**config.mk**
```make
export PLATFORM = sky130hd
export DESIGN_NAME = mips_mem_arbiter
export DESIGN_NICKNAME = d
export VERILOG_FILES = /design/src/rtl/mips_mem_pkg.sv /design/src/rtl/mips_arb_prio.sv /design/src/rtl/mips_mem_arbiter.sv
export SDC_FILE = /design/constraint.sdc
export NUM_CORES = 1
export LEC_CHECK = 0
export CORE_AREA = 8 8 120 122
export CTS_BUF_LIST = sky130_fd_sc_hd__clkbuf_8 sky130_fd_sc_hd__clkbuf_16
export CTS_CLUSTER_SIZE = 10
export DETAILED_ROUTE_END_ITERATION = 10
export DIE_AREA = 0 0 128 130
export PLACE_DENSITY = 0.8
export SLEW_MARGIN = 20
export SYNTH_ARGS = -nofsm -noshare
export SYNTH_HDL_FRONTEND = slang
export SYNTH_HIERARCHICAL = 1
export SYNTH_SLANG_ARGS = --single-unit
```
**constraint.sdc**
```tcl
create_clock -name clk -period 3.02 [get_ports clk]
set_clock_uncertainty 0.2 [all_clocks]
set_input_delay 0.604 -clock clk [delete_from_list [all_inputs] [get_ports clk]]
set_output_delay 0.604 -clock clk [all_outputs]
set_load 0.02 [all_outputs]
```
**src/rtl/mips_mem_pkg.sv**
```systemverilog
// Shared types and constants for the MIPS32 unified-memory arbiter.
package mips_mem_pkg;

    localparam int MIPS_DW = 32;

    // Bit positions inside the one-hot grant / rvalid vectors
    localparam int GNT_IF  = 0;
    localparam int GNT_DM  = 1;
    localparam int GNT_DBG = 2;

    typedef enum logic [1:0] {
        OWN_NONE = 2'd0,
        OWN_IF   = 2'd1,
        OWN_DM   = 2'd2,
        OWN_DBG  = 2'd3
    } owner_e;

    typedef enum logic [1:0] {
        ST_IDLE  = 2'd0,
        ST_ISSUE = 2'd1,
        ST_WAIT  = 2'd2
    } state_e;

    function automatic logic [2:0] owner_onehot(input owner_e own);
        logic [2:0] oh;
        oh = 3'b000;
        case (own)
            OWN_IF:  oh[GNT_IF]  = 1'b1;
            OWN_DM:  oh[GNT_DM]  = 1'b1;
            OWN_DBG: oh[GNT_DBG] = 1'b1;
            default: oh = 3'b000;
        endcase
        return oh;
    endfunction

endpackage

```
**src/rtl/mips_arb_prio.sv**
```systemverilog
// Combinational priority pick: DBG > DM > IF, or DBG > IF > DM while IF is promoted.
module mips_arb_prio
    import mips_mem_pkg::*;
(
    input  logic       if_req,
    input  logic       dm_req,
    input  logic       dbg_req,
    input  logic       promote,
    output logic [2:0] gnt_oh,
    output owner_e     winner
);

    always_comb begin
        gnt_oh = 3'b000;
        winner = OWN_NONE;
        if (dbg_req) begin
            gnt_oh[GNT_DBG] = 1'b1;
            winner          = OWN_DBG;
        end else if (promote && if_req) begin
            gnt_oh[GNT_IF] = 1'b1;
            winner         = OWN_IF;
        end else if (dm_req) begin
            gnt_oh[GNT_DM] = 1'b1;
            winner         = OWN_DM;
        end else if (if_req) begin
            gnt_oh[GNT_IF] = 1'b1;
            winner         = OWN_IF;
        end
    end

endmodule

```
**src/rtl/mips_mem_arbiter.sv**
```systemverilog
// Single-port memory arbiter/sequencer for IF, DM and debug loader.
// Optional perf counters (conflict_cnt, if_starve_cnt) under `MIPS_ARB_PERF_CNT_EN`.
//   state    | meaning
//   ST_IDLE  | arbitrate; grant and latch the winning request
//   ST_ISSUE | single mem_en strobe from the latched request
//   ST_WAIT  | MEM_LAT-cycle down-count, capture rdata in the last cycle
module mips_mem_arbiter
    import mips_mem_pkg::*;
#(
    parameter int AW       = 10,
    parameter int DW       = MIPS_DW,
    parameter int MEM_LAT  = 1,
    parameter int MAX_WAIT = 4
) (
    input  logic          clk,
    input  logic          rst_n,
    input  logic          if_req,
    input  logic [AW-1:0] if_addr,
    output logic          if_gnt,
    output logic          if_rvalid,
    output logic          if_stall,
    input  logic          dm_req,
    input  logic          dm_we,
    input  logic [AW-1:0] dm_addr,
    input  logic [DW-1:0] dm_wdata,
    output logic          dm_gnt,
    output logic          dm_rvalid,
    input  logic          dbg_req,
    input  logic          dbg_we,
    input  logic [AW-1:0] dbg_addr,
    input  logic [DW-1:0] dbg_wdata,
    output logic          dbg_gnt,
    output logic          dbg_rvalid,
    output logic [DW-1:0] rdata,
    output logic          mem_en,
    output logic          mem_we,
    output logic [AW-1:0] mem_addr,
    output logic [DW-1:0] mem_wdata,
`ifdef MIPS_ARB_PERF_CNT_EN
    output logic [31:0]   conflict_cnt,
    output logic [31:0]   if_starve_cnt,
`endif
    input  logic [DW-1:0] mem_rdata
);

    localparam int LCW = $clog2(MEM_LAT + 1);
    localparam int SCW = $clog2(MAX_WAIT + 1);

    state_e         state_q,      state_d;
    owner_e         owner_q,      owner_d;
    logic [AW-1:0]  addr_q,       addr_d;
    logic           we_q,         we_d;
    logic [DW-1:0]  wdata_q,      wdata_d;
    logic [LCW-1:0] lat_cnt_q,    lat_cnt_d;
    logic [SCW-1:0] starve_cnt_q, starve_cnt_d;
    logic [DW-1:0]  rdata_q,      rdata_d;
    logic [2:0]     rvalid_q,     rvalid_d;

    logic [2:0] arb_gnt;
    logic [2:0] gnt;
    owner_e     arb_owner;
    logic       promote;

    assign promote = (starve_cnt_q >= SCW'(MAX_WAIT));

    // Requests are masked by rst_n so no grant can appear while reset is held.
    mips_arb_prio u_prio (
        .if_req  (if_req  & rst_n),
        .dm_req  (dm_req  & rst_n),
        .dbg_req (dbg_req & rst_n),
        .promote (promote),
        .gnt_oh  (arb_gnt),
        .winner  (arb_owner)
    );

    always_comb begin
        state_d      = state_q;
        owner_d      = owner_q;
        addr_d       = addr_q;
        we_d         = we_q;
        wdata_d      = wdata_q;
        lat_cnt_d    = lat_cnt_q;
        starve_cnt_d = starve_cnt_q;
        rdata_d      = rdata_q;
        rvalid_d     = 3'b000;
        gnt          = 3'b000;

        case (state_q)
            ST_IDLE: begin
                gnt = arb_gnt;
                if (|arb_gnt) begin
                    state_d = ST_ISSUE;
                    owner_d = arb_owner;
                    case (arb_owner)
                        OWN_DBG: begin
                            addr_d  = dbg_addr;
                            we_d    = dbg_we;
                            wdata_d = dbg_wdata;
                        end
                        OWN_DM: begin
                            addr_d  = dm_addr;
                            we_d    = dm_we;
                            wdata_d = dm_wdata;
                        end
                        OWN_IF: begin
                            addr_d  = if_addr;
                            we_d    = 1'b0;
                            wdata_d = '0;
                        end
                        default: ;
                    endcase
                end
            end
            ST_ISSUE: begin
                state_d   = ST_WAIT;
                lat_cnt_d = LCW'(MEM_LAT);
            end
            ST_WAIT: begin
                if (lat_cnt_q == LCW'(1)) begin
                    state_d  = ST_IDLE;
                    rdata_d  = we_q ? '0 : mem_rdata;
                    rvalid_d = owner_onehot(owner_q);
                    owner_d  = OWN_NONE;
                end else begin
                    lat_cnt_d = lat_cnt_q - 1'b1;
                end
            end
            default: state_d = ST_IDLE;
        endcase

        // A withdrawn fetch request forgets its accumulated starvation in any state.
        if (!if_req) begin
            starve_cnt_d = '0;
        end else if (state_q == ST_IDLE) begin
            if (gnt[GNT_IF]) begin
                starve_cnt_d = '0;
            end else if (starve_cnt_q != '1) begin
                starve_cnt_d = starve_cnt_q + 1'b1;
            end
        end
    end

    always_ff @(posedge clk or negedge rst_n) begin
        if (!rst_n) begin
            state_q      <= ST_IDLE;
            owner_q      <= OWN_NONE;
            addr_q       <= '0;
            we_q         <= 1'b0;
            wdata_q      <= '0;
            lat_cnt_q    <= '0;
            starve_cnt_q <= '0;
            rdata_q      <= '0;
            rvalid_q     <= 3'b000;
        end else begin
            state_q      <= state_d;
            owner_q      <= owner_d;
            addr_q       <= addr_d;
            we_q         <= we_d;
            wdata_q      <= wdata_d;
            lat_cnt_q    <= lat_cnt_d;
            starve_cnt_q <= starve_cnt_d;
            rdata_q      <= rdata_d;
            rvalid_q     <= rvalid_d;
        end
    end

    assign if_gnt     = gnt[GNT_IF];
    assign dm_gnt     = gnt[GNT_DM];
    assign dbg_gnt    = gnt[GNT_DBG];
    assign if_stall   = if_req & ~if_gnt;
    assign if_rvalid  = rvalid_q[GNT_IF];
    assign dm_rvalid  = rvalid_q[GNT_DM];
    assign dbg_rvalid = rvalid_q[GNT_DBG];
    assign rdata      = rdata_q;

    assign mem_en    = (state_q == ST_ISSUE);
    assign mem_we    = mem_en & we_q;
    assign mem_addr  = addr_q;
    assign mem_wdata = wdata_q;

`ifdef MIPS_ARB_PERF_CNT_EN
    logic [31:0] conflict_cnt_q,  conflict_cnt_d;
    logic [31:0] if_starve_cnt_q, if_starve_cnt_d;
    logic        multi_req;

    assign multi_req = (if_req & dm_req) | (if_req & dbg_req) | (dm_req & dbg_req);

    always_comb begin
        conflict_cnt_d  = conflict_cnt_q;
        if_starve_cnt_d = if_starve_cnt_q;
        if ((state_q == ST_IDLE) && multi_req) begin
            conflict_cnt_d = conflict_cnt_q + 32'd1;
        end
        if (if_stall) begin
            if_starve_cnt_d = if_starve_cnt_q + 32'd1;
        end
    end

    always_ff @(posedge clk or negedge rst_n) begin
        if (!rst_n) begin
            conflict_cnt_q  <= '0;
            if_starve_cnt_q <= '0;
        end else begin
            conflict_cnt_q  <= conflict_cnt_d;
            if_starve_cnt_q <= if_starve_cnt_d;
        end
    end

    assign conflict_cnt  = conflict_cnt_q;
    assign if_starve_cnt = if_starve_cnt_q;
`endif

endmodule

```
==> results of run 1 <==
[worst max-delay path by stage]
stage | endpoint | cells past startpoint
floorplan | mem_addr[0]$_DFFE_PN0P_ | 10
global route | if_stall | 7
CTS | if_gnt | 6
global placement | if_stall | 7
finish | if_stall | 7
detailed placement | if_stall | 7
[layer usage]
metal  track usage  vias to the layer above
li1              -                     1964
met1        0.1848                     1951
met2        0.2881                      162
met3       0.06773                       10
met4       0.04685                        0
met5             0                        -
[synthesized netlist by cell type]
cell type | number | area share
nor2_1 | 10 | 0.0088
o21ai_0 | 92 | 0.11
ha_1 | 10 | 0.029
mux2i_1 | 1 | 0.0023
inv_1 | 7 | 0.0061
or2_1 | 1 | 0.0015
nand2_1 | 39 | 0.034
nand2b_1 | 34 | 0.050
dfrtp_1 | 86 | 0.50
or2_2 | 1 | 0.0015
o21ai_1 | 6 | 0.0070
a22oi_1 | 10 | 0.018
a21o_1 | 2 | 0.0035
and2_1 | 8 | 0.012
buf_2 | 3 | 0.0035
nor4b_1 | 2 | 0.0041
buf_8 | 1 | 0.0035
a21oi_1 | 45 | 0.053
nand3b_1 | 1 | 0.0018
clkbuf_1 | 29 | 0.025
buf_1 | 2 | 0.0018
and4bb_2 | 1 | 0.0029
o211ai_1 | 2 | 0.0035
nand2b_2 | 1 | 0.0020
a31oi_1 | 2 | 0.0029
nand3_1 | 2 | 0.0023
nor3_1 | 1 | 0.0012
nor3b_1 | 2 | 0.0035
buf_4 | 1 | 0.0018
nor2b_1 | 36 | 0.053
and3b_1 | 2 | 0.0041
mux2_2 | 5 | 0.013
and4_1 | 1 | 0.0020
mux2_4 | 7 | 0.025
o21a_1 | 3 | 0.0053
buf_6 | 1 | 0.0026
[stage by stage]
step	std cells	util	cell area [um2]
2_1_floorplan	457	-	4283
3_3_place_gp	825	0.5359	6653
3_5_place_dp	825	0.5359	6653
4_1_cts	841	0.5598	6949
5_1_grt	841	0.5600	6952
6_report	841	0.5600	6952
[power breakdown]
group | total, mW | internal, mW | leakage (nW) | switching (mW)
combinational | 3.14 | 1.51 | 1.70 | 1.64
clock | 1.10 | 0.644 | 0.140 | 0.456
sequential | 1.95 | 1.67 | 1.09 | 0.277
total | 6.19 | 3.82 | 2.93 | 2.37
[layout make-up]
| type | count | share of cell area |
|---|---|---|
| sequential | 86 | 0.3096 |
| multi-input combinational | 327 | 0.2804 |
| clock buffer | 9 | 0.03240 |
| clock inverter | 7 | 0.01062 |
| tap | 172 | 0.03096 |
| timing repair buffer | 233 | 0.3323 |
| inverter | 7 | 0.003780 |
[state kept, by name (all words and copies together), names as in the netlist]
signal,flops
rvalid_q,3
mem_wdata,32
lat_cnt_q,1
owner_q,2
rdata,32
we_q,1
mem_addr,10
starve_cnt_q,3
state_q,2
[what timing repair did]
action	in CTS	in global routing
hold endpoints to repair	0	0
gates resized for setup	2	1
endpoints found under the setup margin	2	1
[layout by cell type (no fill, tap or decap), types with 3 or more instances in the layout]
| cell type | instances |
|---|---|
| clkinvlp_4 | 3 |
| nor2b_1 | 36 |
| clkbuf_16 | 9 |
| buf_4 | 17 |
| clkdlybuf4s50_1 | 211 |
| ha_1 | 9 |
| mux2_2 | 5 |
| a22oi_1 | 10 |
| a21oi_1 | 45 |
| inv_1 | 8 |
| mux2_4 | 7 |
| nand2b_1 | 34 |
| and2_1 | 8 |
| o21ai_1 | 6 |
| nand2_1 | 38 |
| dfrtp_1 | 86 |
| o21a_1 | 3 |
| o21ai_0 | 92 |
| nor2_1 | 10 |
[kinds of logic after synthesis]
group / count (synthesis) / share of synthesized area
AO/OA/AOI/OAI: 162 / 0.1998
AND/OR/NAND/NOR: 142 / 0.1838
flip-flops: 86 / 0.5025
buffers and inverters: 44 / 0.04470
multiplexers: 13 / 0.04002
adder cells (fa/ha/maj): 10 / 0.02921
[worst max-delay path: cells and delay by family]
family,cells,cell delay [ns]
and+or+nand+nor,5,0.67
buffers and inverters,2,0.79
==> impl_results.html, run 1 <==
<table>
<tr><th>Metric</th><th>Value</th></tr>
<tr><th colspan="2">Status</th></tr>
<tr><td>Outcome</td><td>complete, no violations</td></tr>
<tr><th colspan="2">Timing</th></tr>
<tr><td>Total negative slack</td><td>0 ns</td></tr>
<tr><td>Final worst slack</td><td>0.1574 ns</td></tr>
<tr><td>Slew at the pin with the worst max-slew slack</td><td>0.9345 ns</td></tr>
<tr><td>Peak clock frequency supported by timing</td><td>between 300 and 400 MHz</td></tr>
<tr><td>Fraction of the cycle the final worst path needs</td><td>0.9479</td></tr>
<tr><td>Number of failing setup endpoints in the final timing report</td><td>0</td></tr>
<tr><td>Slew HR</td><td>0.3748</td></tr>
<tr><td>Total count of max-transition violations in the final report</td><td>0</td></tr>
<tr><td>Worst hold slack</td><td>between 0.15 and 0.2 ns</td></tr>
<tr><td>Setup repair after global routing missed its margin</td><td>no</td></tr>
<tr><td>Fin. Hold Viols</td><td>0</td></tr>
<tr><td>Final critical-path required period</td><td>approximately 2.9 ns</td></tr>
<tr><th colspan="2">Drt</th></tr>
<tr><td>Final routed DRC violation total</td><td>0</td></tr>
<tr><td>Vias after detailed routing</td><td>4,087</td></tr>
<tr><td>Routed length on met2</td><td>~6700 um</td></tr>
<tr><td>Per-cell routed wire length</td><td>approximately 17 um</td></tr>
<tr><td>Post-Route WL</td><td>13,910 um</td></tr>
<tr><td>First-pass iteration count of the detailed router</td><td>5</td></tr>
<tr><td>Met3 layer wire length in the routed design</td><td>roughly 1400 um</td></tr>
<tr><td>Highest routed metal layer</td><td>met4</td></tr>
<tr><td>Detailed Route Iter0 Violations</td><td>154</td></tr>
<tr><td>Post-detailed-route count of antenna-violating nets</td><td>0</td></tr>
<tr><td>Detailed-route vias per instance</td><td>a little under 5</td></tr>
<tr><td>Met1 wire length</td><td>between 5000 and 6000 um</td></tr>
<tr><th colspan="2">CTS</th></tr>
<tr><td>Number of H-tree levels</td><td>3</td></tr>
<tr><td>Clock tree from TritonCTS</td><td>yes</td></tr>
<tr><td>TritonCTS Sinks</td><td>86</td></tr>
<tr><td>Num CTS Buffers</td><td>9</td></tr>
<tr><td>Cell chosen for the clock root</td><td>clkbuf_16</td></tr>
<tr><td>Clock slew seen by the registers of the worst setup and hold paths</td><td>approximately 0.060 ns</td></tr>
<tr><td>Number of buffers inserted by post-CTS setup repair</td><td>0</td></tr>
<tr><td>Maximum buffer depth of the clock tree</td><td>2</td></tr>
<tr><td>Clock insertion delay at the later pin of the skew report</td><td>approximately 0.33 ns</td></tr>
<tr><td>Number of buffers added to fix hold violations after cts</td><td>0</td></tr>
<tr><th colspan="2">Setup path</th></tr>
<tr><td>Source of the worst register-to-register timing path</td><td>starve_cnt_q[2]$_DFFE_PN0P_</td></tr>
<tr><td>Capture point of the worst reg-to-reg path</td><td>mem_wdata[21]$_DFFE_PN0P_</td></tr>
<tr><td>Arrival time worst endpoint</td><td>between 2 and 2.5 ns</td></tr>
<tr><td>FF-to-FF path depth</td><td>8</td></tr>
<tr><td>Required time of the critical path</td><td>2.22 ns</td></tr>
<tr><td>Slowest cell delay on critical path</td><td>0.45 ns</td></tr>
<tr><td>Library cell appearing most often on the critical path</td><td>and2_1</td></tr>
<tr><td>Cells along the critical path</td><td>clkdlybuf4s50_1 -&gt; and2_1 -&gt; nand2b_1 -&gt; and3b_1 -&gt; and2_1 -&gt; nor2b_1 -&gt; dlygate4sd2_1</td></tr>
<tr><td>Maximum fanout count along the critical path</td><td>2</td></tr>
<tr><td>Type of the worst setup path</td><td>in2out</td></tr>
<tr><td>Startpoint of the worst setup timing path</td><td>dm_req</td></tr>
<tr><td>Cell with the largest stage delay on the worst path</td><td>clkdlybuf4s50_1</td></tr>
<tr><td>Register-to-Register Setup Slack</td><td>around 0.70 ns</td></tr>
<tr><td>Startpoint class of the critical path</td><td>input pin</td></tr>
<tr><td>Kind of end point of the critical path</td><td>output pin</td></tr>
<tr><th colspan="2">Place</th></tr>
<tr><td>Placement-stage worst setup slack</td><td>-0.1387 ns</td></tr>
<tr><td>GP Congestion</td><td>0.8041</td></tr>
<tr><td>IO Port Bufs</td><td>~220</td></tr>
<tr><td>HPWL Detailed</td><td>approximately 11,000 um</td></tr>
<tr><th colspan="2">Die</th></tr>
<tr><td>DIE AREA</td><td>roughly 17,000 um2</td></tr>
<tr><td>Starting density of the core</td><td>0.3450</td></tr>
<tr><td>Height of the die</td><td>approximately 130 um</td></tr>
<tr><td>Die Span X</td><td>about 130 um</td></tr>
<tr><td>Placeable core region</td><td>12,410 um2</td></tr>
<tr><td>Ports</td><td>between 200 and 250</td></tr>
<tr><td>Cell Rows</td><td>41</td></tr>
<tr><th colspan="2">Synthesis</th></tr>
<tr><td>Seq/Total Area, Yosys</td><td>0.5025</td></tr>
<tr><td>Average cell area after synthesis</td><td>around 9.4 um2</td></tr>
<tr><td>Flip-flop and latch count after synthesis</td><td>between 80 and 90</td></tr>
<tr><td>Netlist area before placement</td><td>about 4300 um2</td></tr>
<tr><td>Cells after Synth</td><td>457</td></tr>
<tr><td>Count of distinct cell types in the synthesized netlist</td><td>36</td></tr>
<tr><td>Synth Net Count</td><td>600</td></tr>
<tr><td>Yosys Warn Count</td><td>6</td></tr>
<tr><th colspan="2">Layout</th></tr>
<tr><td>FF/Latch Area</td><td>2152 um2</td></tr>
<tr><td>Share of post-route cells with drive strength above 1</td><td>0.07922</td></tr>
<tr><td>Layout net count</td><td>between 800 and 900</td></tr>
<tr><td>Diode count</td><td>0</td></tr>
<tr><td>Number of fillers in the final layout</td><td>approximately 1,100</td></tr>
<tr><td>Area growth from synthesis to final layout</td><td>62.31%</td></tr>
<tr><td>Area of the multi-input gates</td><td>1949 um2</td></tr>
<tr><th colspan="2">Power and ir drop</th></tr>
<tr><td>Highest ir drop seen on vdd</td><td>approximately 0.00038 V</td></tr>
<tr><td>Pwr per Cell Area</td><td>890.3 nW/um2</td></tr>
<tr><td>Leakage power</td><td>around 2.9 nW</td></tr>
<tr><td>Power consumption</td><td>a little over 6 mW</td></tr>
<tr><th colspan="2">Min path</th></tr>
<tr><td>Path type of the worst min-delay path</td><td>in2async</td></tr>
<tr><th colspan="2">GRT</th></tr>
<tr><td>Total overflow reported by the global router</td><td>0</td></tr>
<tr><td>Via count of the first global-routing pass</td><td>~4,400</td></tr>
<tr><td>Wire length of the first global-routing pass</td><td>approximately 22,000 um</td></tr>
<tr><td>Number of antenna violations at the first check in global routing</td><td>0</td></tr>
<tr><td>Total global routing track utilization</td><td>0.1662</td></tr>
<tr><td>Largest net degree at the start of global routing</td><td>67</td></tr>
<tr><th colspan="2">Job</th></tr>
<tr><td>Total of max-cap violations</td><td>0</td></tr>
</table>
No activity file was read; power rests on OpenSTA's default activity.
==> inputs of run 2 (changes only) <==
--- a/config.mk
+++ b/config.mk
@@ -10,7 +10,8 @@
 export CTS_CLUSTER_SIZE = 10
 export DETAILED_ROUTE_END_ITERATION = 10
 export DIE_AREA = 0 0 128 130
-export PLACE_DENSITY = 0.8
+export DONT_BUFFER_PORTS = 1
+export PLACE_DENSITY = 0.57
 export SLEW_MARGIN = 20
 export SYNTH_ARGS = -nofsm -noshare
 export SYNTH_HDL_FRONTEND = slang
==> constraint.sdc (replaced) <==
create_clock -name clk -period 3.19 [get_ports clk]
set_clock_uncertainty 0.2 [all_clocks]
set_input_delay 0.638 -clock clk [delete_from_list [all_inputs] [get_ports clk]]
set_output_delay 0.638 -clock clk [all_outputs]
set_load 0.02 [all_outputs]
==> impl_results.html, run 2 (synthesized netlist as in run 1, its figures left out) <==
<table>
<tr><th>Metric</th><th>Value</th></tr>
<tr><th colspan="2">Layout</th></tr>
<tr><td>Most frequent standard cell in the layout excluding fill and tap cells</td><td>o21ai_0 (was clkdlybuf4s50_1)</td></tr>
<tr><td>Diode count</td><td>0 (unchanged)</td></tr>
<tr><td>Area of all placed cells without fillers</td><td>4771 um2 (was 6952 um2)</td></tr>
<tr><td>Share of post-route cells with drive strength above 1</td><td>0.09438 (was 0.07922)</td></tr>
<tr><td>Final Non-Filler Cells</td><td>617 (was 841)</td></tr>
<tr><td>Highest-count cells in the layout ignoring fill and taps</td><td>o21ai_0 (92), dfrtp_1 (86), a21oi_1 (45) (was clkdlybuf4s50_1 (211), o21ai_0 (92), dfrtp_1 (86))</td></tr>
<tr><td>Layout net count</td><td>583 (was 807)</td></tr>
<tr><td>Area growth from synthesis to final layout</td><td>11.39% (was 62.31%)</td></tr>
<tr><th colspan="2">GRT</th></tr>
<tr><td>Total global routing track utilization</td><td>0.1424 (was 0.1662)</td></tr>
<tr><td>Number of antenna violations at the first check in global routing</td><td>0 (unchanged)</td></tr>
<tr><td>Via count of the first global-routing pass</td><td>3,390 (was 4,354)</td></tr>
<tr><td>Wire length of the first global-routing pass</td><td>18,420 um (was 22,180 um)</td></tr>
<tr><td>Total overflow reported by the global router</td><td>0 (unchanged)</td></tr>
<tr><td>Largest net degree at the start of global routing</td><td>87 (was 67)</td></tr>
<tr><th colspan="2">Die</th></tr>
<tr><td>DIE AREA</td><td>16,640 um2 (unchanged)</td></tr>
<tr><td>Die Span X</td><td>128 um (unchanged)</td></tr>
<tr><td>Placeable core region</td><td>12,410 um2 (unchanged)</td></tr>
<tr><td>Ports</td><td>216 (unchanged)</td></tr>
<tr><td>Starting density of the core</td><td>0.3450 (unchanged)</td></tr>
<tr><td>Height of the die</td><td>130 um (unchanged)</td></tr>
<tr><td>Cell Rows</td><td>41 (unchanged)</td></tr>
<tr><th colspan="2">CTS</th></tr>
<tr><td>Clock slew seen by the registers of the worst setup and hold paths</td><td>0.06 ns (about the same)</td></tr>
<tr><td>Cell chosen for the clock root</td><td>clkbuf_16 (unchanged)</td></tr>
<tr><td>Clock tree from TritonCTS</td><td>yes (unchanged)</td></tr>
<tr><td>Number of H-tree levels</td><td>3 (unchanged)</td></tr>
<tr><td>Cts repair resizes</td><td>0 (was 2)</td></tr>
<tr><td>TritonCTS Sinks</td><td>86 (unchanged)</td></tr>
<tr><td>Num CTS Buffers</td><td>9 (unchanged)</td></tr>
<tr><td>Number of buffers added to fix hold violations after cts</td><td>1 (was 0)</td></tr>
<tr><td>Number of buffers inserted by post-CTS setup repair</td><td>0 (unchanged)</td></tr>
<tr><td>Clock insertion delay at the later pin of the skew report</td><td>0.34 ns (was 0.33 ns)</td></tr>
<tr><td>Maximum buffer depth of the clock tree</td><td>2 (unchanged)</td></tr>
<tr><th colspan="2">Setup path</th></tr>
<tr><td>Kind of end point of the critical path</td><td>output pin (unchanged)</td></tr>
<tr><td>Maximum fanout count along the critical path</td><td>15 (was 2)</td></tr>
<tr><td>Type of the worst setup path</td><td>reg2out (was in2out)</td></tr>
<tr><td>Arrival time worst endpoint</td><td>1.85 ns (was 2.06 ns)</td></tr>
<tr><td>Required time of the critical path</td><td>2.35 ns (was 2.22 ns)</td></tr>
<tr><td>Startpoint class of the critical path</td><td>register (was input pin)</td></tr>
<tr><th colspan="2">Drt</th></tr>
<tr><td>Per-cell routed wire length</td><td>19.18 um (was 16.54 um)</td></tr>
<tr><td>Vias after detailed routing</td><td>3,196 (was 4,087)</td></tr>
<tr><td>Final routed DRC violation total</td><td>0 (unchanged)</td></tr>
<tr><td>Detailed Route Iter0 Violations</td><td>92 (was 154)</td></tr>
<tr><td>Post-detailed-route count of antenna-violating nets</td><td>0 (unchanged)</td></tr>
<tr><td>Detailed-route vias per instance</td><td>5.180 (was 4.860)</td></tr>
<tr><td>Post-Route WL</td><td>11,830 um (was 13,910 um)</td></tr>
<tr><td>First-pass iteration count of the detailed router</td><td>4 (was 5)</td></tr>
<tr><th colspan="2">Timing</th></tr>
<tr><td>Slew at the pin with the worst max-slew slack</td><td>0.5395 ns (was 0.9345 ns)</td></tr>
<tr><td>Slew HR</td><td>0.6403 (was 0.3748)</td></tr>
<tr><td>Fin. Hold Viols</td><td>0 (unchanged)</td></tr>
<tr><td>Peak clock frequency supported by timing</td><td>~370 MHz</td></tr>
<tr><td>Total count of max-transition violations in the final report</td><td>0 (unchanged)</td></tr>
<tr><td>Total negative slack</td><td>0 ns (unchanged)</td></tr>
<tr><td>Fraction of the cycle the final worst path needs</td><td>0.8433</td></tr>
<tr><td>Number of failing setup endpoints in the final timing report</td><td>0 (unchanged)</td></tr>
<tr><td>Setup repair after global routing missed its margin</td><td>no (unchanged)</td></tr>
<tr><td>Final critical-path required period</td><td>2.690 ns</td></tr>
<tr><th colspan="2">Place</th></tr>
<tr><td>DP Cell Count</td><td>600 (was 825)</td></tr>
<tr><td>GP Congestion</td><td>0.7627 (was 0.8041)</td></tr>
<tr><td>HPWL Detailed</td><td>8800 um (was 10,840 um)</td></tr>
<tr><td>Post-DP Area</td><td>4420 um2 (was 6653 um2)</td></tr>
<tr><td>IO Port Bufs</td><td>0 (was 215)</td></tr>
<tr><th colspan="2">Job</th></tr>
<tr><td>Total of max-cap violations</td><td>0 (unchanged)</td></tr>
<tr><th colspan="2">Power and ir drop</th></tr>
<tr><td>Leakage power</td><td>2.059 nW (was 2.929 nW)</td></tr>
<tr><td>Highest ir drop seen on vdd</td><td>0.0003205 V (was 0.0003795 V)</td></tr>
<tr><td>Pwr per Cell Area</td><td>1018 nW/um2 (was 890.3 nW/um2)</td></tr>
<tr><th colspan="2">Min path</th></tr>
<tr><td>Path type of the worst min-delay path</td><td>in2async (unchanged)</td></tr>
<tr><th colspan="2">Status</th></tr>
<tr><td>Outcome</td><td>complete, no violations (unchanged)</td></tr>
</table>
-- run 2: area by class of cell --
cell class                 instances  area, um2
clock buffer                       9      225.2
sequential                        86       2152
inverter                           7      26.28
clock inverter                     7      97.59
timing repair buffer               9      107.6
fill                            1283       7644
multi-input combinational        327       1947
tap                              172      215.2
-- run 2: worst max-delay path, stage by stage (launching register included) --
cell,delay [ns]
dfrtp_1,0.38
inv_1,0.09
ha_1,0.37
and2_1,0.30
nor2b_1,0.37
-- run 2: per-stage QoR --
stage | power (mW) | util | setup slack (ns) | hold WS [ns]
4_1_cts | 4.940 | 0.3843 | 0.4675 | 0.02369
3_3_place_gp | 3.718 | 0.3549 | 0.2390 | 0.1454
2_1_floorplan | 3.381 | - | 0.6609 | 0.1424
5_1_grt | 5.236 | 0.3843 | 0.3917 | 0.03922
3_5_place_dp | 3.773 | 0.3561 | 0.3551 | 0.1450
6_report | 4.857 | 0.3843 | 0.4998 | 0.01396
-- run 2: layer usage --
metal  share of wire  routed length, um  GRT usage  up-vias
met5               0                  0          0        -
met4           0.016                190    0.06014        0
met3            0.14               1631    0.07670       11
met2            0.45               5358     0.2246      160
met1            0.39               4651     0.1574     1506
li1                -                  -          -     1519
-- run 2: report_power, final --
part	internal, mW	switching, mW	leakage (nW)	total (mW)
registers	1.58	0.947	1.09	2.52
clock network	0.688	0.439	0.152	1.13
logic	0.518	0.688	0.814	1.21
total	2.78	2.07	2.06	4.86
-- run 2: path summary, 6_finish.rpt --
check                                            startpoint                          end  depth (start not counted)  slack, ns
worst max-delay path                 state_q[0]$_DFFE_PN0P_                     if_stall                          4       0.50
worst min-delay path                                  rst_n        rdata[20]$_DFFE_PN0P_                          1       0.01
worst max register to register  starve_cnt_q[2]$_DFFE_PN0P_      mem_addr[6]$_DFFE_PN0P_                          8       0.71
worst min register to register       owner_q[1]$_DFFE_PN0P_        rvalid_q[0]$_DFF_PN0_                          1       0.32
max in group asynchronous                             rst_n    mem_wdata[22]$_DFFE_PN0P_                          1       2.45
min in group clk                                     if_req  starve_cnt_q[2]$_DFFE_PN0P_                          1       0.22
==> inputs of run 3 (changes only) <==
==> constraint.sdc (replaced) <==
create_clock -name clk -period 2.8 [get_ports clk]
set_clock_uncertainty 0.2 [all_clocks]
set_input_delay 0.56 -clock clk [delete_from_list [all_inputs] [get_ports clk]]
set_output_delay 0.56 -clock clk [all_outputs]
set_load 0.02 [all_outputs]
==> impl_results.html, run 3 (synthesized netlist as in run 1, its figures left out) <==
<table>
<tr><th>Metric</th><th>Value</th></tr>
<tr><th colspan="2">Status</th></tr>
<tr><td>Outcome</td><td>complete, no violations (unchanged)</td></tr>
<tr><th colspan="2">Power and ir drop</th></tr>
<tr><td>Internal power</td><td>3.101 mW (was 2.783 mW)</td></tr>
<tr><td>Pwr per Cell Area</td><td>1142 nW/um2 (was 1018 nW/um2)</td></tr>
<tr><td>Fraction of power spent switching nets</td><td>0.4307 (was 0.4271)</td></tr>
<tr><td>Highest ir drop seen on vdd</td><td>0.0004193 V (was 0.0003205 V)</td></tr>
<tr><td>Sequential group share of total power</td><td>0.528 (was 0.520)</td></tr>
<tr><td>Proportion of power drawn by combinational gates</td><td>0.258 (was 0.248)</td></tr>
<tr><td>Power share of the clock group</td><td>0.213 (was 0.232)</td></tr>
<tr><td>Leakage power</td><td>2.071 nW (was 2.059 nW)</td></tr>
<tr><td>Net Switching</td><td>2.346 mW (was 2.075 mW)</td></tr>
<tr><th colspan="2">Setup path</th></tr>
<tr><td>Type of the worst setup path</td><td>reg2out (unchanged)</td></tr>
<tr><td>Top Family by Delay on Critical Path</td><td>simple AND/OR/NAND/NOR gates (unchanged)</td></tr>
<tr><td>Arrival time worst endpoint</td><td>1.82 ns (was 1.85 ns)</td></tr>
<tr><td>Startpoint class of the critical path</td><td>register (unchanged)</td></tr>
<tr><td>FF-to-FF path depth</td><td>8 (unchanged)</td></tr>
<tr><td>Slowest cell delay on critical path</td><td>0.43 ns (was 0.38 ns)</td></tr>
<tr><td>Maximum fanout count along the critical path</td><td>7 (was 15)</td></tr>
<tr><td>Required time of the critical path</td><td>2.04 ns (was 2.35 ns)</td></tr>
<tr><td>Total buffers and inverters traversed by the critical path</td><td>0 (was 1)</td></tr>
<tr><td>Cell with the largest stage delay on the worst path</td><td>dfrtp_1 (unchanged)</td></tr>
<tr><td>Kind of end point of the critical path</td><td>output pin (unchanged)</td></tr>
<tr><td>Cells along the critical path</td><td>nand2b_1 -&gt; and3b_1 -&gt; and2_1 -&gt; nor2b_1 (was inv_1 -&gt; ha_1 -&gt; and2_1 -&gt; nor2b_1)</td></tr>
<tr><td>Stages on worst setup path</td><td>4 (unchanged)</td></tr>
<tr><th colspan="2">GRT</th></tr>
<tr><td>Via count of the first global-routing pass</td><td>3,363 (was 3,390)</td></tr>
<tr><td>Wire length of the first global-routing pass</td><td>18,040 um (was 18,420 um)</td></tr>
<tr><td>Met2 track utilization from global routing</td><td>0.2212 (was 0.2246)</td></tr>
<tr><td>GRT met1 Usage</td><td>0.1584 (was 0.1574)</td></tr>
<tr><td>Total overflow reported by the global router</td><td>0 (unchanged)</td></tr>
<tr><td>Number of antenna violations at the first check in global routing</td><td>0 (unchanged)</td></tr>
<tr><td>Met3 Use GR</td><td>0.06487 (was 0.07670)</td></tr>
<tr><td>Most crowded layer after global routing</td><td>met2 (unchanged)</td></tr>
<tr><td>Total global routing track utilization</td><td>0.1388 (was 0.1424)</td></tr>
<tr><td>Largest net degree at the start of global routing</td><td>87 (unchanged)</td></tr>
<tr><th colspan="2">CTS</th></tr>
<tr><td>Number of H-tree levels</td><td>3 (unchanged)</td></tr>
<tr><td>Cell chosen for the clock root</td><td>clkbuf_16 (unchanged)</td></tr>
<tr><td>Maximum buffer depth of the clock tree</td><td>2 (unchanged)</td></tr>
<tr><td>Num CTS Buffers</td><td>9 (unchanged)</td></tr>
<tr><td>TritonCTS Sinks</td><td>86 (unchanged)</td></tr>
<tr><td>Clock slew seen by the registers of the worst setup and hold paths</td><td>0.06 ns (about the same)</td></tr>
<tr><td>Cts repair resizes</td><td>0 (unchanged)</td></tr>
<tr><td>Clock insertion delay at the later pin of the skew report</td><td>0.33 ns (was 0.34 ns)</td></tr>
<tr><td>Clock tree from TritonCTS</td><td>yes (unchanged)</td></tr>
<tr><td>Number of buffers inserted by post-CTS setup repair</td><td>0 (unchanged)</td></tr>
<tr><td>Number of buffers added to fix hold violations after cts</td><td>2 (was 1)</td></tr>
<tr><th colspan="2">Layout</th></tr>
<tr><td>FF/Latch Area</td><td>2152 um2 (unchanged)</td></tr>
<tr><td>Area of the multi-input gates</td><td>1947 um2 (unchanged)</td></tr>
<tr><td>Final Non-Filler Cells</td><td>619 (was 617)</td></tr>
<tr><td>Layout net count</td><td>586 (was 583)</td></tr>
<tr><td>Most frequent standard cell in the layout excluding fill and tap cells</td><td>o21ai_0 (unchanged)</td></tr>
<tr><td>Share of post-route cells with drive strength above 1</td><td>0.09620 (was 0.09438)</td></tr>
<tr><td>Area growth from synthesis to final layout</td><td>11.42% (was 11.39%)</td></tr>
<tr><td>Diode count</td><td>0 (unchanged)</td></tr>
<tr><td>Number of fillers in the final layout</td><td>1,250 (was 1,283)</td></tr>
<tr><td>Highest-count cells in the layout ignoring fill and taps</td><td>o21ai_0 (92), dfrtp_1 (86), a21oi_1 (45) (unchanged)</td></tr>
<tr><th colspan="2">Timing</th></tr>
<tr><td>Fraction of the cycle the final worst path needs</td><td>0.9205</td></tr>
<tr><td>Total negative slack</td><td>0 ns (unchanged)</td></tr>
<tr><td>Total count of max-transition violations in the final report</td><td>0 (unchanged)</td></tr>
<tr><td>Peak clock frequency supported by timing</td><td>approximately 390 MHz</td></tr>
<tr><td>Final critical-path required period</td><td>~2.6 ns</td></tr>
<tr><td>Fin. Hold Viols</td><td>0 (unchanged)</td></tr>
<tr><td>Setup repair after global routing missed its margin</td><td>no (unchanged)</td></tr>
<tr><td>Slew at the pin with the worst max-slew slack</td><td>0.5469 ns (was 0.5395 ns)</td></tr>
<tr><td>Number of failing setup endpoints in the final timing report</td><td>0 (unchanged)</td></tr>
<tr><td>Slew HR</td><td>0.6341 (was 0.6403)</td></tr>
<tr><th colspan="2">Place</th></tr>
<tr><td>HPWL Detailed</td><td>8715 um (was 8800 um)</td></tr>
<tr><td>GP Congestion</td><td>0.7683 (was 0.7627)</td></tr>
<tr><td>DP Cell Count</td><td>602 (was 600)</td></tr>
<tr><td>IO Port Bufs</td><td>0 (unchanged)</td></tr>
<tr><th colspan="2">Die</th></tr>
<tr><td>Placeable core region</td><td>12,410 um2 (unchanged)</td></tr>
<tr><td>Ports</td><td>216 (unchanged)</td></tr>
<tr><td>Starting density of the core</td><td>0.3450 (unchanged)</td></tr>
<tr><td>Height of the die</td><td>130 um (unchanged)</td></tr>
<tr><td>DIE AREA</td><td>16,640 um2 (unchanged)</td></tr>
<tr><td>Cell Rows</td><td>41 (unchanged)</td></tr>
<tr><td>Die Span X</td><td>128 um (unchanged)</td></tr>
<tr><th colspan="2">Job</th></tr>
<tr><td>Total of max-cap violations</td><td>0 (unchanged)</td></tr>
<tr><th colspan="2">Min path</th></tr>
<tr><td>Path type of the worst min-delay path</td><td>in2reg (was in2async)</td></tr>
<tr><td>Hold path cells</td><td>1</td></tr>
<tr><th colspan="2">Drt</th></tr>
<tr><td>Per-cell routed wire length</td><td>18.94 um (was 19.18 um)</td></tr>
<tr><td>First-pass iteration count of the detailed router</td><td>4 (unchanged)</td></tr>
<tr><td>Vias after detailed routing</td><td>3,191 (was 3,196)</td></tr>
<tr><td>Post-detailed-route count of antenna-violating nets</td><td>0 (unchanged)</td></tr>
<tr><td>Final routed DRC violation total</td><td>0 (unchanged)</td></tr>
<tr><td>Detailed Route Iter0 Violations</td><td>127 (was 92)</td></tr>
<tr><td>Detailed-route vias per instance</td><td>5.155 (was 5.180)</td></tr>
<tr><td>Post-Route WL</td><td>11,720 um (was 11,830 um)</td></tr>
</table>
==> run 3: path summary, 6_finish.rpt <==
path,slack [ns],end,start
setup / recovery,0.22,if_stall,starve_cnt_q[2]$_DFFE_PN0P_
hold / removal,0.14,starve_cnt_q[2]$_DFFE_PN0P_,if_req
max in group asynchronous,1.45,mem_wdata[27]$_DFFE_PN0P_,rst_n
hold reg to reg,0.35,rvalid_q[0]$_DFF_PN0_,owner_q[1]$_DFFE_PN0P_
setup reg to reg,0.58,mem_addr[1]$_DFFE_PN0P_,starve_cnt_q[2]$_DFFE_PN0P_
min in group asynchronous,0.59,rdata[17]$_DFFE_PN0P_,rst_n
==> run 3: per-layer routing <==
layer,part of all wire,routed length [um]
met5,0,0
met4,0.014,162
met3,0.12,1391
met2,0.46,5391
met1,0.41,4775
==> run 3: through the flow <==
stage          total power [mW]  setup slack [ns]  hold WS, ns  cell area (um2)    util
5_1_grt                   5.861            0.1221       0.1258             4772  0.3844
3_5_place_dp              4.328            0.2897      0.06699             4441  0.3577
3_3_place_gp              4.255            0.3292      0.06722             4441  0.3577
2_1_floorplan             3.852            0.3489      0.06441             4283       -
4_1_cts                   5.552            0.1982       0.1259             4772  0.3844
6_report                  5.447            0.2226       0.1417             4772  0.3844
==> run 3: cell type report <==
class / instances / area share
inverter: 7 / 0.005506
clock buffer: 13 / 0.05873
timing repair buffer: 12 / 0.02884
multi-input combinational: 327 / 0.4080
sequential: 86 / 0.4510
tap: 172 / 0.04510
clock inverter: 2 / 0.002884
==> run 3: worst register-to-register path: stages (launching register included) <==
cell      delay (ns)
dfrtp_1         0.42
nand2b_1        0.15
a21o_1          0.16
inv_1           0.07
ha_1            0.18
nand2b_2        0.17
or2_1           0.25
buf_12          0.19
mux2_4          0.32
==> run 3: power by group through the flow <==
stage / Sequential (mW) / Combinational, mW / Clock, mW
after floorplan: 2.72 / 1.13 / 0
after global placement: 2.91 / 1.34 / 0
after detailed placement: 2.91 / 1.42 / 0
after CTS: 2.90 / 1.44 / 1.21
after global routing: 2.97 / 1.63 / 1.27
final: 2.88 / 1.41 / 1.16
